**src/rtl/chunked_adder_ctrl.sv**
```systemverilog
// Wide adder sequencer: feeds one BIT_WIDTH chunk per clock to an external
// narrow adder, chains the carry through a register and holds the wide result.
module chunked_adder_ctrl #(
  parameter int BIT_WIDTH  = 4,
  parameter int NUM_CHUNKS = 4
) (
  input  logic                            clk,
  input  logic                            rst,
  input  logic                            start,
  input  logic [BIT_WIDTH*NUM_CHUNKS-1:0] a_in,
  input  logic [BIT_WIDTH*NUM_CHUNKS-1:0] b_in,
  input  logic                            carry_in,
  output logic [BIT_WIDTH-1:0]            add_a,
  output logic [BIT_WIDTH-1:0]            add_b,
  output logic                            add_cin,
  input  logic [BIT_WIDTH-1:0]            add_sum,
  input  logic                            add_cout,
  output logic                            busy,
  output logic                            done,
  output logic [BIT_WIDTH*NUM_CHUNKS-1:0] result,
  output logic                            overflow
);

  localparam int W     = BIT_WIDTH * NUM_CHUNKS;
  localparam int IDX_W = $clog2(NUM_CHUNKS);
  localparam logic [IDX_W-1:0] LAST_IDX = IDX_W'(NUM_CHUNKS - 1);

  typedef enum logic [1:0] {
    IDLE = 2'd0,
    RUN  = 2'd1,
    DONE = 2'd2
  } state_t;

  state_t             state_reg, state_next;
  logic [IDX_W-1:0]   idx_reg;
  logic               carry_reg;
  logic [W-1:0]       a_reg, b_reg;
  logic [W-1:0]       result_reg;
  logic               overflow_reg;

  logic [BIT_WIDTH-1:0] a_chunk [NUM_CHUNKS];
  logic [BIT_WIDTH-1:0] b_chunk [NUM_CHUNKS];

  // Chunk views of the latched operands, selected by idx_reg while running.
  for (genvar gi = 0; gi < NUM_CHUNKS; gi++) begin : g_chunk
    assign a_chunk[gi] = a_reg[gi*BIT_WIDTH +: BIT_WIDTH];
    assign b_chunk[gi] = b_reg[gi*BIT_WIDTH +: BIT_WIDTH];
  end

  always_ff @(posedge clk) begin
    if (rst) begin
      state_reg <= IDLE;
    end else begin
      state_reg <= state_next;
    end
  end

  always_comb begin
    state_next = state_reg;
    add_a      = '0;
    add_b      = '0;
    add_cin    = 1'b0;
    case (state_reg)
      IDLE: begin
        if (start) state_next = RUN;
      end
      RUN: begin
        add_a   = a_chunk[idx_reg];
        add_b   = b_chunk[idx_reg];
        add_cin = carry_reg;
        if (idx_reg == LAST_IDX) state_next = DONE;
      end
      DONE: begin
        state_next = IDLE;
      end
      default: begin
        state_next = IDLE;
      end
    endcase
  end

  always_ff @(posedge clk) begin
    if (rst) begin
      idx_reg      <= '0;
      carry_reg    <= 1'b0;
      a_reg        <= '0;
      b_reg        <= '0;
      result_reg   <= '0;
      overflow_reg <= 1'b0;
    end else begin
      case (state_reg)
        IDLE: begin
          if (start) begin
            a_reg        <= a_in;
            b_reg        <= b_in;
            carry_reg    <= carry_in;
            idx_reg      <= '0;
            result_reg   <= '0;
            overflow_reg <= 1'b0;
          end
        end
        RUN: begin
          result_reg[idx_reg*BIT_WIDTH +: BIT_WIDTH] <= add_sum;
          carry_reg <= add_cout;
          // The last chunk's carry-out is the wide overflow; idx is not advanced past it.
          if (idx_reg == LAST_IDX) begin
            overflow_reg <= add_cout;
          end else begin
            idx_reg <= idx_reg + IDX_W'(1);
          end
        end
        default: ;
      endcase
    end
  end

  assign busy     = (state_reg != IDLE);
  assign done     = (state_reg == DONE);
  assign result   = result_reg;
  assign overflow = overflow_reg;

endmodule
```
**config.mk**
```make
export PLATFORM = sky130hd
export DESIGN_NAME = chunked_adder_ctrl
export DESIGN_NICKNAME = d
export VERILOG_FILES = /design/src/rtl/chunked_adder_ctrl.sv
export SDC_FILE = /design/constraint.sdc
export NUM_CORES = 1
export LEC_CHECK = 0
export CAP_MARGIN = 20
export CORE_MARGIN = 3
export CORE_UTILIZATION = 51
export CTS_CLUSTER_SIZE = 12
export DETAILED_ROUTE_END_ITERATION = 7
export GPL_ROUTABILITY_DRIVEN = 1
export PLACE_DENSITY = 0.94
export REMOVE_ABC_BUFFERS = 1
export SETUP_SLACK_MARGIN = 0.4
export SLEW_MARGIN = 20
export SYNTH_ARGS = -nofsm -noshare
export SYNTH_HDL_FRONTEND = slang
export SYNTH_SLANG_ARGS = --single-unit
```
**constraint.sdc**
```tcl
create_clock -name clk -period 5.2 [get_ports clk]
set_input_delay 1.04 -clock clk [delete_from_list [all_inputs] [get_ports clk]]
set_output_delay 1.04 -clock clk [all_outputs]
set_load 0.01 [all_outputs]
```
==> metrics.md, run 1 <==
| Metric | Value |
|---|---|
| First-pass DRT Iterations | 4 |
| Overall via count from detail_route | 1,993 |
| Post-CTS Setup Bufs | 0 |
| Detail Route Antenna Nets | 0 |
| I/O Buffers | 68 |
| Area after detailed placement | 3040 µm² |
| Vias in the first global route | 1,812 |
| Number of filler cells placed in the layout | 369 |
| Flop-to-flop setup slack | 3010 ps |
| Die height | 75.1 µm |
| Layout overhead on the synthesized area | 28.1% |
| Critical path class | register to primary output |
| Clock Latency Late Sink | 300 ps |
| Final setup margin | 1710 ps |
| Gp weighted congestion | 0.816 |
| CTS tree | built |
| Half-perimeter wire length of the detailed placement result | 3670 µm |
| Combined global-route utilization of all metal layers | 18.7% |
| RSZ-0062 raised after global routing | false |
| HP Class | register to register |
| Count of different cell masters after synthesis | 33 |
| Post-route standard cell area excluding fillers | 3120 µm² |
| Mapped Area | 2430 µm² |
| Seq cells post-synth | 54 |
| Hold buffer count at cts | 0 |
| Fmax achieved | 0.287 GHz |
| Gate count of the mapped netlist | 260 |
| Fraction of layout cells with a size suffix above 1 | 6.92% |
| Effective utilization at floorplan | 54.4% |
| Via/cell ratio | 5.39 |
| Total count of max-transition violations in the final report | 0 |
| Result of the run | complete, no violations |
| Kind of end point of the critical path | primary output |
| Reg2reg path depth | 5 |
| IR Drop Worst-Case VDD | 0.181 mV |
| Wire length of the first global-routing pass | 8090 µm |
| Cell count after placement | 363 |
| Clock transition at the register clock pins on the worst setup and hold paths after CTS | 90 ps |
| Full die area | 5630 µm² |
| Sequential share of the synthesized area | 44.4% |
| Overflow after GRT | 0 |
| Static leakage power | 1.16 nW |
| Worst Path Max Fanout | 17 |
| Residual DRC | 0 |
| Worst slack at placement | 2030 ps |
| CTS HTree Levels | 2 |
| Commonest cells after routing, fill and taps aside | 71 x nand2_1, 67 x clkdlybuf4s50_1, 54 x dfxtp_1 |
| Instance count along the most critical hold path | 2 |
| Setup TNS Final | 0 ps |
| Number of gates given a new drive strength after cts | 0 |
| Die width | 75.1 µm |
| Slew of the pin with the lowest slew margin | 821 ps |
| Post-Syn Area per Cell | 9.36 µm² |
| Number of max-cap violations | 0 |
| Placeable core region | 4470 µm² |
| Top-level port count | 69 |
| Relative max-transition margin | 45.2% |
| Number of warnings reported in the yosys synthesis log | 0 |
| Std cell rows | 24 |
| Fin crit share | 67.1% |
| Average detailed-routed wire length per instance | 13.8 µm |
| Total inserted antenna cells | 0 |
| Required time of the worst setup path | 4160 ps |
| Number of buffers created by CTS | 5 |
| Non-filler instance count after layout | 370 |
| Overall power after layout | 0.000784 W |
| Number of buffers on the longest clock path | 2 |
| Final Critical Period | 3490 ps |
| Clk root buf | clkbuf_8 |
| Total power per unit cell area | 252 nW/µm² |
| Clock tree sinks | 54 |
| Antenna violations before repair | 0 |
| Final-report setup violation count | 0 |
| Startpoint Class | register |
| Largest net degree at the start of global routing | 47 |
| Overall routed net length | 5110 µm |
| Most frequent standard cell in the layout excluding fill and tap cells | nand2_1 |
| # nets final | 365 |
| Number of DRC violations after detailed-routing iteration 0 | 140 |
| Max Clock Skew | 4.86 ps |
| Hold violation total from the final report | 0 |
| Arrival time at the worst endpoint | 2450 ps |
## Yosys cell counts
library cell | instances | area, µm²
a21oi_1 | 38 | 190
a22o_1 | 7 | 61.3
a22oi_1 | 1 | 7.51
a31oi_1 | 3 | 18.8
a32o_1 | 1 | 10.0
and2_1 | 9 | 56.3
and2b_1 | 1 | 7.51
and3_1 | 3 | 18.8
and4bb_2 | 1 | 12.5
buf_1 | 1 | 3.75
buf_2 | 3 | 15.0
buf_6 | 9 | 101
buf_8 | 1 | 15.0
clkbuf_1 | 4 | 15.0
dfxtp_1 | 54 | 1080
ha_1 | 6 | 75.1
inv_1 | 4 | 15.0
mux2_2 | 4 | 45.0
mux4_1 | 4 | 105
mux4_2 | 4 | 90.1
nand2_1 | 71 | 267
nand2b_1 | 2 | 12.5
nand3_1 | 5 | 25.0
nand3b_1 | 2 | 15.0
nor2_1 | 5 | 18.8
nor2b_1 | 3 | 18.8
nor3b_4 | 1 | 18.8
nor4_2 | 1 | 12.5
o21a_1 | 1 | 7.51
o21bai_1 | 1 | 7.51
o2bb2ai_1 | 8 | 70.1
or2_2 | 1 | 6.26
or3b_1 | 1 | 8.76
## final cells by class
type | count | area, µm² | share of cell area, %
clock buffers | 5 | 68.8 | 2.21
clock inverters | 2 | 10.0 | 0.321
well taps | 52 | 65.1 | 2.09
repair buffers | 69 | 691 | 22.2
inverters | 4 | 15.0 | 0.482
multi-input cells | 184 | 1190 | 38.1
flip-flops and latches | 54 | 1080 | 34.7
## cells by family after synthesis
kind of cell / share of synthesized area [%]
compound gates: 15.3
mux: 9.88
simple gates: 20.5
buf+inv: 6.79
fa+ha+maj: 3.09
flops: 44.4
## critical path, cell delays in order, from the launching register on
cell             delay, ps
dfxtp_1                870
mux4_1                 640
and2_1                 170
clkdlybuf4s50_1        480
## metrics by stage
stage                     hold slack [ps]  util [%]
after detailed placement              445      67.9
after global routing                  476      69.7
after global placement                439      67.6
after CTS                             457      69.7
final                                 455      69.7
after floorplan                       425         -
## report_power, final
group	internal (W)	leakage (nW)	switching, W	total, W
Sequential	0.000432	0.441	0.0000157	0.000448
Clock	0.0000907	0.0438	0.000126	0.000217
Combinational	0.0000663	0.675	0.0000531	0.000119
Total	0.000589	1.16	0.000195	0.000784
## routing by layer
layer	vias up	routed length [µm]	global-route usage [%]
met5	-	0	0
met4	0	67	7.11
met3	5	242	2.40
met2	58	2500	31.4
met1	920	2300	24.4
li1	1010	-	-
## path summary, 6_finish.rpt
| kind | startpoint | to |
|---|---|---|
| setup reg to reg | idx_reg[0] | result[1] |
| hold / removal | b_reg[7] | b_reg[7] |
| hold reg to reg | b_reg[7] | b_reg[7] |
| setup / recovery | idx_reg[0] | add_b[1] |
Power figures use the tool's default switching activity.
==> inputs of run 2 (changes only) <==
Settings changed: CORE_UTILIZATION 51 to 43, PLACE_DENSITY 0.94 to 0.85.
Clock period 5.2 ns to 2.9 ns, I/O delays scaled along.
==> metrics.md, run 2 (same netlist as run 1, synthesis figures left out) <==
| Metric | Value |
|---|---|
| Result of the run | complete, no violations |
| Detail Route Antenna Nets | 0 |
| Kind of cell adding the most delay to the critical path | multiplexers |
| Worst reg2reg endpoint | result[9] |
| Worst Path Max Fanout | 4 |
| Number of max-cap violations | 0 |
| Die height | 81.2 µm |
| IR Drop Worst-Case VDD | 0.270 mV |
| HP Class | register to register |
| Area after detailed placement | 3100 µm² |
| Cell depth of the worst setup path | 3 |
| Final-report setup violation count | 0 |
| Slew of the pin with the lowest slew margin | 690 ps |
| Critical R2R Launch | idx_reg[0] |
| Fin crit share | 83.5% |
| Total count of max-transition violations in the final report | 0 |
| Worst setup path startpoint | idx_reg[0] |
| RSZ-0062 raised after global routing | true |
| Commonest cells after routing, fill and taps aside | 71 x nand2_1, 63 x clkdlybuf4s50_1, 52 x dfxtp_1 |
| Clock transition at the register clock pins on the worst setup and hold paths after CTS | 100 ps |
| Std cell rows | 26 |
| Number of DRC violations after detailed-routing iteration 0 | 103 |
| Hold violation total from the final report | 0 |
| Via/cell ratio | 5.11 |
| Kind of end point of the critical path | primary output |
| Number of buffer and inverter stages on the critical path | 1 |
| Post-CTS Setup Bufs | 0 |
| CTS tree | built |
| Finished Core Util | 60.2% |
| Combined global-route utilization of all metal layers | 17.4% |
| Placeable core region | 5300 µm² |
| Cells along the critical path | mux4_2, and2_1, clkdlybuf4s50_1 |
| Fmax achieved | 0.413 GHz |
| Flop-to-flop setup slack | 990 ps |
| # nets final | 370 |
| First-pass DRT Iterations | 4 |
| Full die area | 6600 µm² |
| Clk root buf | clkbuf_8 |
| Top-level port count | 69 |
| Startpoint Class | register |
| Most frequent standard cell in the layout excluding fill and tap cells | nand2_1 |
| Static leakage power | 1.21 nW |
| Number of buffers on the longest clock path | 2 |
| Overall via count from detail_route | 2,013 |
| Worst setup path endpoint | add_a[1] |
| Relative max-transition margin | 53.9% |
| Setup TNS Final | 0 ps |
| Largest net degree at the start of global routing | 35 |
| Residual DRC | 0 |
| Antenna violations before repair | 0 |
| Clock tree sinks | 54 |
| Half-perimeter wire length of the detailed placement result | 3870 µm |
| Hold buffer count at cts | 0 |
| Average detailed-routed wire length per instance | 13.7 µm |
| Effective utilization at floorplan | 45.9% |
| Critical path class | register to primary output |
| Layout overhead on the synthesized area | 31.2% |
| Largest incremental delay on the critical path | 500 ps |
| Overall routed net length | 5400 µm |
| I/O Buffers | 68 |
| Wire length of the first global-routing pass | 8960 µm |
| Vias in the first global route | 1,999 |
| Die width | 81.2 µm |
| Total power per unit cell area | 452 nW/µm² |
| Slowest library cell on the worst path | mux4_2 |
| Total inserted antenna cells | 0 |
| Final Critical Period | 2420 ps |
| Overflow after GRT | 0 |
| Number of gates given a new drive strength after cts | 9 |
| CTS HTree Levels | 2 |
| Overall power after layout | 0.00144 W |
| Gp weighted congestion | 0.819 |
| Fraction of layout cells with a size suffix above 1 | 8.95% |
| Number of buffers created by CTS | 5 |
| Required time of the worst setup path | 2320 ps |
| Clock Latency Late Sink | 310 ps |
| Max Clock Skew | 4.50 ps |
| Reg2reg path depth | 7 |
| Arrival time at the worst endpoint | 1840 ps |
| Post-route standard cell area excluding fillers | 3190 µm² |
-- run 2: cell count changes in the layout (fill, tap and decap cells not counted), moves of 2 or more --
cell | before | now
clkdlybuf4s50_1 | 67 | 63
buf_4 | 0 | 5
dfxtp_1 | 54 | 52
dlygate4sd2_1 | 0 | 4
-- run 2: per-stage QoR --
step | hold WS, ps | worst slack, ps | std cells
3_3_place_gp | 438 | 475 | 386
2_1_floorplan | 425 | 843 | 242
6_report | 456 | 480 | 394
3_5_place_dp | 445 | 468 | 386
5_1_grt | 474 | 394 | 394
4_1_cts | 458 | 430 | 394
-- run 2: worst min path at each step --
stage	from	end	cells past startpoint
floorplan	a_reg[7]	a_reg[7]	2
global placement	a_reg[11]	a_reg[11]	2
detailed placement	a_reg[3]	a_reg[3]	2
CTS	a_reg[3]	a_reg[3]	2
global route	b_reg[0]	b_reg[0]	2
finish	b_reg[0]	b_reg[0]	2
-- run 2: area by class of cell --
cell class / count / area [µm²]
fillers: 457 / 2110
multi-input cells: 184 / 1190
flip-flops and latches: 54 / 1090
repair buffers: 74 / 724
well taps: 70 / 87.6
clock buffers: 5 / 68.8
clock inverters: 3 / 21.3
inverters: 4 / 15.0
-- run 2: tightest hold or removal path: stages, from the launching register on --
cell and delay (ps):
dfxtp_1 320, nand2_1 50, a21oi_1 50
-- run 2: power breakdown --
part           internal (W)  switching [W]
sequential         0.000775      0.0000188
combinational      0.000123       0.000106
clock              0.000170       0.000247
total               0.00107       0.000373
-- run 2: metal layers --
| layer | GRT usage [%] | wire [µm] | share of wire [%] | vias to the layer above |
|---|---|---|---|---|
| met5 | 0 | 0 | 0 | - |
| met4 | 7.09 | 116 | 2.1 | 0 |
| met3 | 3.88 | 222 | 4.1 | 12 |
| met2 | 30.1 | 2710 | 50 | 42 |
| met1 | 20.9 | 2350 | 44 | 937 |
| li1 | - | - | - | 1022 |
